`config.mk`:
```
export PLATFORM = sky130hd
export DESIGN_NAME = data_memory_arbiter
export DESIGN_NICKNAME = d
export VERILOG_FILES = /design/src/rtl/data_memory_arbiter.sv
export SDC_FILE = /design/constraint.sdc
export NUM_CORES = 1
export LEC_CHECK = 0
export ABC_AREA = 1
export CORE_MARGIN = 4
export CORE_UTILIZATION = 26
export DETAILED_ROUTE_END_ITERATION = 8
export PLACE_DENSITY = 0.61
export SYNTH_ARGS = -nofsm -noshare
export SYNTH_HDL_FRONTEND = slang
export SYNTH_SLANG_ARGS = --single-unit
```
`constraint.sdc`:
```
create_clock -name clk -period 2.6 [get_ports clk]
set_clock_uncertainty 0.1 [all_clocks]
set_input_delay 0.39 -clock clk [delete_from_list [all_inputs] [get_ports clk]]
set_output_delay 0.39 -clock clk [all_outputs]
set_load 0.005 [all_outputs]
```
`src/rtl/data_memory_arbiter.sv`:
```
// Round-robin arbiter sharing one data memory port between two requesters, one transaction in flight.
// Define DATA_MEMORY_ARBITER_STATS_EN to add the grant/conflict statistics counters.
module data_memory_arbiter #(
  parameter int ADDR_SIZE    = 32,
  parameter int DATA_SIZE    = 32,
  parameter int READ_LATENCY = 1
) (
  input  logic                   clk,
  input  logic                   rst,
  input  logic [1:0]             req_valid,
  output logic [1:0]             req_ready,
  input  logic [2*ADDR_SIZE-1:0] req_addr,
  input  logic [1:0]             req_we,
  input  logic [2*DATA_SIZE-1:0] req_wdata,
  output logic [1:0]             rsp_valid,
  output logic [DATA_SIZE-1:0]   rsp_rdata,
  output logic [ADDR_SIZE-1:0]   mem_addr,
  output logic                   mem_write_enable,
  output logic [DATA_SIZE-1:0]   mem_write_data,
  output logic                   mem_valid,
  input  logic                   mem_ready,
`ifdef DATA_MEMORY_ARBITER_STATS_EN
  output logic [31:0]            grant_count0,
  output logic [31:0]            grant_count1,
  output logic [31:0]            conflict_count,
`endif
  input  logic [DATA_SIZE-1:0]   mem_read_data
);

  localparam logic [1:0] IDLE  = 2'd0;
  localparam logic [1:0] ISSUE = 2'd1;
  localparam logic [1:0] WAIT  = 2'd2;
  localparam logic [1:0] RESP  = 2'd3;

  localparam int unsigned CNT_INIT = (READ_LATENCY > 0) ? READ_LATENCY - 1 : 0;

  logic [1:0]           state_q, state_d;
  logic                 last_q, last_d;
  logic                 owner_q, owner_d;
  logic                 we_q, we_d;
  logic [ADDR_SIZE-1:0] addr_q, addr_d;
  logic [DATA_SIZE-1:0] wdata_q, wdata_d;
  logic [DATA_SIZE-1:0] rdata_q, rdata_d;
  logic [1:0]           cnt_q, cnt_d;

  logic gsel;
  logic hs;

  // Contention goes to the requester that did not win last; a lone requester always wins.
  always_comb begin
    if (&req_valid) gsel = ~last_q;
    else            gsel = req_valid[1];
  end

  assign req_ready = (state_q == IDLE && |req_valid) ? (gsel ? 2'b10 : 2'b01) : '0;
  assign hs        = |(req_valid & req_ready);

  always_comb begin
    state_d = state_q;
    last_d  = last_q;
    owner_d = owner_q;
    we_d    = we_q;
    addr_d  = addr_q;
    wdata_d = wdata_q;
    rdata_d = rdata_q;
    cnt_d   = cnt_q;
    case (state_q)
      IDLE: begin
        if (hs) begin
          owner_d = gsel;
          last_d  = gsel;
          we_d    = gsel ? req_we[1] : req_we[0];
          addr_d  = gsel ? req_addr[ADDR_SIZE +: ADDR_SIZE] : req_addr[0 +: ADDR_SIZE];
          wdata_d = gsel ? req_wdata[DATA_SIZE +: DATA_SIZE] : req_wdata[0 +: DATA_SIZE];
          state_d = ISSUE;
        end
      end
      ISSUE: begin
        if (mem_ready) begin
          if (we_q) begin
            state_d = RESP;
          end else if (READ_LATENCY == 0) begin
            rdata_d = mem_read_data;
            state_d = RESP;
          end else begin
            cnt_d   = 2'(CNT_INIT);
            state_d = WAIT;
          end
        end
      end
      WAIT: begin
        if (cnt_q == 2'd0) begin
          rdata_d = mem_read_data;
          state_d = RESP;
        end else begin
          cnt_d = cnt_q - 2'd1;
        end
      end
      default: state_d = IDLE;
    endcase
  end

  always_ff @(posedge clk) begin
    if (!rst) begin
      state_q <= IDLE;
      last_q  <= 1'b1;
      owner_q <= 1'b0;
      we_q    <= 1'b0;
      addr_q  <= '0;
      wdata_q <= '0;
      rdata_q <= '0;
      cnt_q   <= '0;
    end else begin
      state_q <= state_d;
      last_q  <= last_d;
      owner_q <= owner_d;
      we_q    <= we_d;
      addr_q  <= addr_d;
      wdata_q <= wdata_d;
      rdata_q <= rdata_d;
      cnt_q   <= cnt_d;
    end
  end

  assign mem_valid        = (state_q == ISSUE);
  assign mem_write_enable = mem_valid & we_q;
  assign mem_addr         = addr_q;
  assign mem_write_data   = wdata_q;
  assign rsp_valid        = (state_q == RESP) ? (owner_q ? 2'b10 : 2'b01) : '0;
  assign rsp_rdata        = rdata_q;

`ifdef DATA_MEMORY_ARBITER_STATS_EN
  logic [31:0] gc0_q, gc1_q, conf_q;

  always_ff @(posedge clk) begin
    if (!rst) begin
      gc0_q  <= '0;
      gc1_q  <= '0;
      conf_q <= '0;
    end else if (hs) begin
      if (req_ready[0]) gc0_q <= gc0_q + 32'd1;
      if (req_ready[1]) gc1_q <= gc1_q + 32'd1;
      if (&req_valid)   conf_q <= conf_q + 32'd1;
    end
  end

  assign grant_count0   = gc0_q;
  assign grant_count1   = gc1_q;
  assign conflict_count = conf_q;
`endif

endmodule

```
==> Yosys cells after proc, flatten, opt, wreduce, memory -nomap -nowiden <==
Cells that the tools add are included.
{ "word_totals": {"input_bits": 167, "reg_bits": 103, "out_inout_bits": 102, "word_cells": 48} }
{ "classes": {"bitwise": 3, "addsub": 1, "mux": 17, "n_reduce_logical": 11, "eq_ne": 8} }
{ "op_table": {"columns": ["operator", "count"], "rows": [
  ["$mux W32", 2],
  ["$mux W2", 10],
  ["$ne A2 B2 Y1 const B", 4],
  ["$pmux W2 S3", 1],
  ["$reduce_and A2 Y1", 3],
  ["$eq A2 B2 Y1 const B", 2],
  ["$logic_not A2 Y1", 2],
  ["$pmux W2 S2", 1],
  ["$reduce_and A4 Y1", 1],
  ["$reduce_or A2 Y1", 2],
  ["$mux W1", 3],
  ["$reduce_and A3 Y1", 1],
  ["$and A2 B2 Y2", 1],
  ["$eq A2 B1 Y1 const B", 1],
  ["$ne A2 B1 Y1 const B", 1],
  ["$reduce_bool A2 Y1", 1],
  ["$sub A2 B1 Y2 const B", 1],
  ["$and A1 B1 Y1", 1],
  ["$logic_and A1 B1 Y1", 1],
  ["$not A1 Y1", 1]
]} }

==> Depth between registers and ports, before layout <==
{ "logic_depth": {"word_depth": 8, "depth_mapped": 9, "mapped_depth_nobuf": 8} }

==> Least setup slack after synthesis <==
OpenSTA, ideal clock, no wires.
{ "synth_timing": {"path_type": "register -> output", "from": "reg state_q[0]", "to": "out req_ready[0]", "required_time_ns": 2.110, "n_path_buf": 1, "path_slack_ns": 1.014, "t_arrival_ns": 1.096, "stages_incl_launch_ff": 8, "path_cell_list": "dfxtp_1 -> inv_1 -> ha_1 -> inv_2 -> nor2_4 -> buf_6 -> inv_1 -> nor2_1"} }
{ "synth_between": {"elab_chain_cells": 3} }
{ "synth_rtl": {"columns": ["element", "line", "source"], "rows": [
  ["start, declared", "37", "logic [1:0] state_q, state_d;"],
  ["start signal, assigned", "114", "state_q <= state_d;"],
  ["$logic_not A2 Y1", "55", "assign req_ready = (state_q == IDLE && |req_valid) ? (gsel ? 2'b10 : 2'b01) : '0;"],
  ["$logic_and A1 B1 Y1", "55", null],
  ["$mux W2", "55", null],
  ["end, declared", "11", "output logic [1:0] req_ready,"]
]} }
Every way passes these cells.

==> Worst setup path after layout <==
{ "layout_timing": {"from": "reg state_q[1]", "to": "out mem_write_enable"} }
{ "layout_between": {"elab_chain_cells": 2} }
{ "layout_rtl": {"columns": ["element", "line", "source"], "rows": [
  ["$eq A2 B1 Y1", "125", "assign mem_valid = (state_q == ISSUE);"],
  ["$and A1 B1 Y1", "126", "assign mem_write_enable = mem_valid & we_q;"],
  ["end, declared", "18", "output logic mem_write_enable,"]
]} }
Every way passes these cells.

==> impl_metrics.py <==
metrics = {
    "layout": {
        "drive_above_1_share": 0.0508,
        "num-fill-cells": 1805,
        "seq_area_sq_mm": 0.00206,
        "multi_input_area_sq_mm": 0.00206,
        "final_cells": 1169,
        "areaGrowthSynthToFinish_pct": 66.3,
        "antenna_cells_inserted": 0,
        "nets": 1111,
        "fin_util": 0.446,
    },
    "synthesis": {
        "yosysTopAreaCell": "dfxtp_1",
        "synth.ff_latch_count": 103,
        "synth_area_sq_mm": 0.00469,
        "synth_nets": 870,
        "syn_area_per_cell_sq_um": 6.72,
        "yosys.area.top_type_share": 0.440,
        "yosysWarnings": 0,
        "synth_cell_types": 24,
        "yosysSeqAreaShare": 0.440,
        "syn-instance-count": 698,
        "synth_edf_count": 0,
        "ys.flop_type": "dfxtp_1",
        "post-synth-top-count-cell": "nand2_1",
        "async_flop_share": 0,
        "ys_top_cells_by_count": "nand2_1 (213), dfxtp_1 (103), nor2_1 (74), o21ai_0 (73), inv_1 (65)",
        "synth.area.top_cells": "dfxtp_1 (44%), nand2_1 (17%), o21ai_0 (7.8%)",
    },
    "die": {
        "ios": 269,
        "dieArea_sq_mm": 0.0202,
        "core_sq_mm": 0.0175,
        "die_w_um": 142,
        "initial_core_util": 0.268,
        "fp.dieH_um": 142,
        "row_count": 48,
    },
    "cts": {
        "postCtsHoldBufs": 0,
        "insertion_delay_ns": 0.34,
        "cts_root_buf": "clkbuf_16",
        "path_clk_slew_ns": 0.08,
        "h-tree-depth": 3,
        "cts.sinks": 103,
        "cts_tree": "built",
        "cts_made_buffers": 9,
        "cts_buffer_depth": 2,
    },
    "routing": {
        "drt_iter0_drc": 167,
        "first_pass_iters": 4,
        "routed_wl_mm": 16.0,
        "wire_per_inst_um": 13.7,
        "avgViaCountPerCell": 4.27,
        "vias": 4992,
        "postRouteAntennaNets": 0,
        "drc": 0,
    },
    "global_routing": {
        "antenna_found_initial": 0,
        "grt_pass1_wl_mm": 24.7,
        "grt_pass1_vias": 4739,
        "grt_max_degree": 131,
        "grtUsageTotal": 0.152,
        "grt_overflow_total": 0,
    },
    "timing": {
        "fin_crit_sh": 0.843,
        "finalMaxSlewViolations": 0,
        "finalHoldViolCount": 0,
        "fmaxAchievable_mhz": 456,
        "rsz0062_at_grt": "no",
        "finalSetupTns_ns": 0,
        "hold_slack_ns": 0.372,
        "worst_slew_margin_rel": 0.512,
        "finalCriticalPeriod_ns": 2.19,
        "setup_viol": 0,
        "worst_pin_slew_ns": 0.731,
    },
    "critical_path": {
        "cp_top_family": "buffers and inverters",
        "critPathLaunch": "state_q[1]$_SDFFE_PN0P_",
        "start_kind": "flop",
        "path_cells": "inv_1, ha_1, nand2_1, inv_1, clkdlybuf4s50_1",
        "arrival_ns": 1.70,
        "crit_buf_inv": 3,
        "path_max_fanout": 5,
        "max_stage_delay_ns": 0.51,
        "critPathSlowestCell": "clkdlybuf4s50_1",
        "worstReg2RegStart": "state_q[0]$_SDFFE_PN0P_",
        "path_class": "flop to output port",
        "end_kind": "output port",
        "required_ns": 2.11,
        "crit_path_frequent_cell": "inv_1",
    },
    "power": {
        "p_comb_frac": 0.472,
        "internal-power_mw": 4.83,
        "ir_worst_vdd_mv": 0.642,
        "p_sw_mw": 2.67,
        "powerDensity_mw_per_mm2": 962,
        "power_frac_seq": 0.327,
        "switching_share": 0.356,
        "leakage_nw": 3.48,
        "clkPwrFrac": 0.201,
    },
    "hold_path": {
        "hp-start": "cnt_q[1]$_SDFFE_PN0P_",
        "hp-class": "flop to flop",
    },
    "place": {
        "placed_cells": 1153,
        "place_hpwl_mm": 11.0,
        "gp_congestion": 0.804,
        "io_buffers": 268,
    },
    "job": {
        "drv_cap": 0,
    },
    "run_status": {
        "status": "finished clean",
    },
}
## layout make-up
class | count | share of cell area
inverters | 82 | 0.0395
clock buffers | 9 | 0.0289
repair buffers | 275 | 0.354
multi-input cells | 468 | 0.264
clock inverters | 7 | 0.0133
flip-flops and latches | 103 | 0.264
well taps | 225 | 0.0361
## logic make-up (layout without fill, tap and decap cells)
| kind of cell | after synthesis | in the layout | synth area share |
|---|---|---|---|
| compound gates | 166 | 166 | 0.183 |
| fa+ha+maj | 5 | 5 | 0.0133 |
| buf+inv | 127 | 373 | 0.121 |
| flops | 103 | 103 | 0.440 |
| simple gates | 297 | 297 | 0.243 |
## stage by stage
step                total power, mW  instance area (sq um)  setup WS, ns
floorplan                      4.40                   4690          1.01
global placement               6.07                   7470         0.203
detailed placement             6.09                   7470         0.202
CTS                            7.66                   7790        0.0528
global route                   8.16                   7800         0.245
finish                         7.50                   7800         0.408
## sequential cells by signal, summed over array words and instances (netlist names)
signal and cells:
last_q 1, state_q 2, mem_addr 32, mem_write_data 32
we_q 1, owner_q 1, cnt_q 2, rsp_rdata 32
## power by group through the flow
stage | combinational, mW | sequential (mW) | clock, mW
2_1_floorplan | 1.88 | 2.52 | 0
3_3_place_gp | 3.60 | 2.47 | 0
3_5_place_dp | 3.61 | 2.48 | 0
4_1_cts | 3.62 | 2.46 | 1.58
5_1_grt | 4.00 | 2.53 | 1.63
6_report | 3.54 | 2.45 | 1.51
## cells in the final DEF (no fill, tap or decap), types with 2 or more instances in the layout
| master | instances |
|---|---|
| buf_12 | 2 |
| bufinv_16 | 2 |
| clkinv_1 | 3 |
| o21ai_0 | 73 |
| nand3_1 | 4 |
| clkbuf_16 | 9 |
| nand2_1 | 213 |
| ha_1 | 5 |
| inv_2 | 14 |
| buf_4 | 5 |
| o21ai_1 | 25 |
| inv_1 | 65 |
| a21oi_1 | 60 |
| clkinvlp_4 | 2 |
| nor2_1 | 74 |
| dfxtp_1 | 103 |
| clkdlybuf4s50_1 | 266 |
| a21oi_2 | 6 |
## worst register-to-register path: stages, from the launching register on
cell	delay (ns)
dfxtp_1	0.33
inv_1	0.11
ha_1	0.24
inv_2	0.06
nor2_4	0.13
buf_12	0.36
nand2_1	0.29
inv_2	0.06
a21oi_1	0.05
## repair_timing
item / CTS / global route
setup endpoints to repair: 0 / 1
buffers inserted: 0 / 0
resized for setup: 0 / 1
## path summary, 6_finish.rpt
kind	end	slack, ns	cells after the start
setup / recovery	mem_write_enable	0.41	5
hold / removal	cnt_q[1]$_SDFFE_PN0P_	0.37	2
setup reg to reg	mem_write_data[7]$_SDFFE_PN0P_	0.77	8
hold reg to reg	cnt_q[1]$_SDFFE_PN0P_	0.37	2
## metal layers
metal  vias up  wire [um]  global-route usage
met4         0        211              0.0480
li1       2644          -                   -
met5         -          0                   0
met3        14       1580              0.0551
met1      2153       6890               0.186
met2       181       7330               0.251
(Power assumes the default switching activity.)
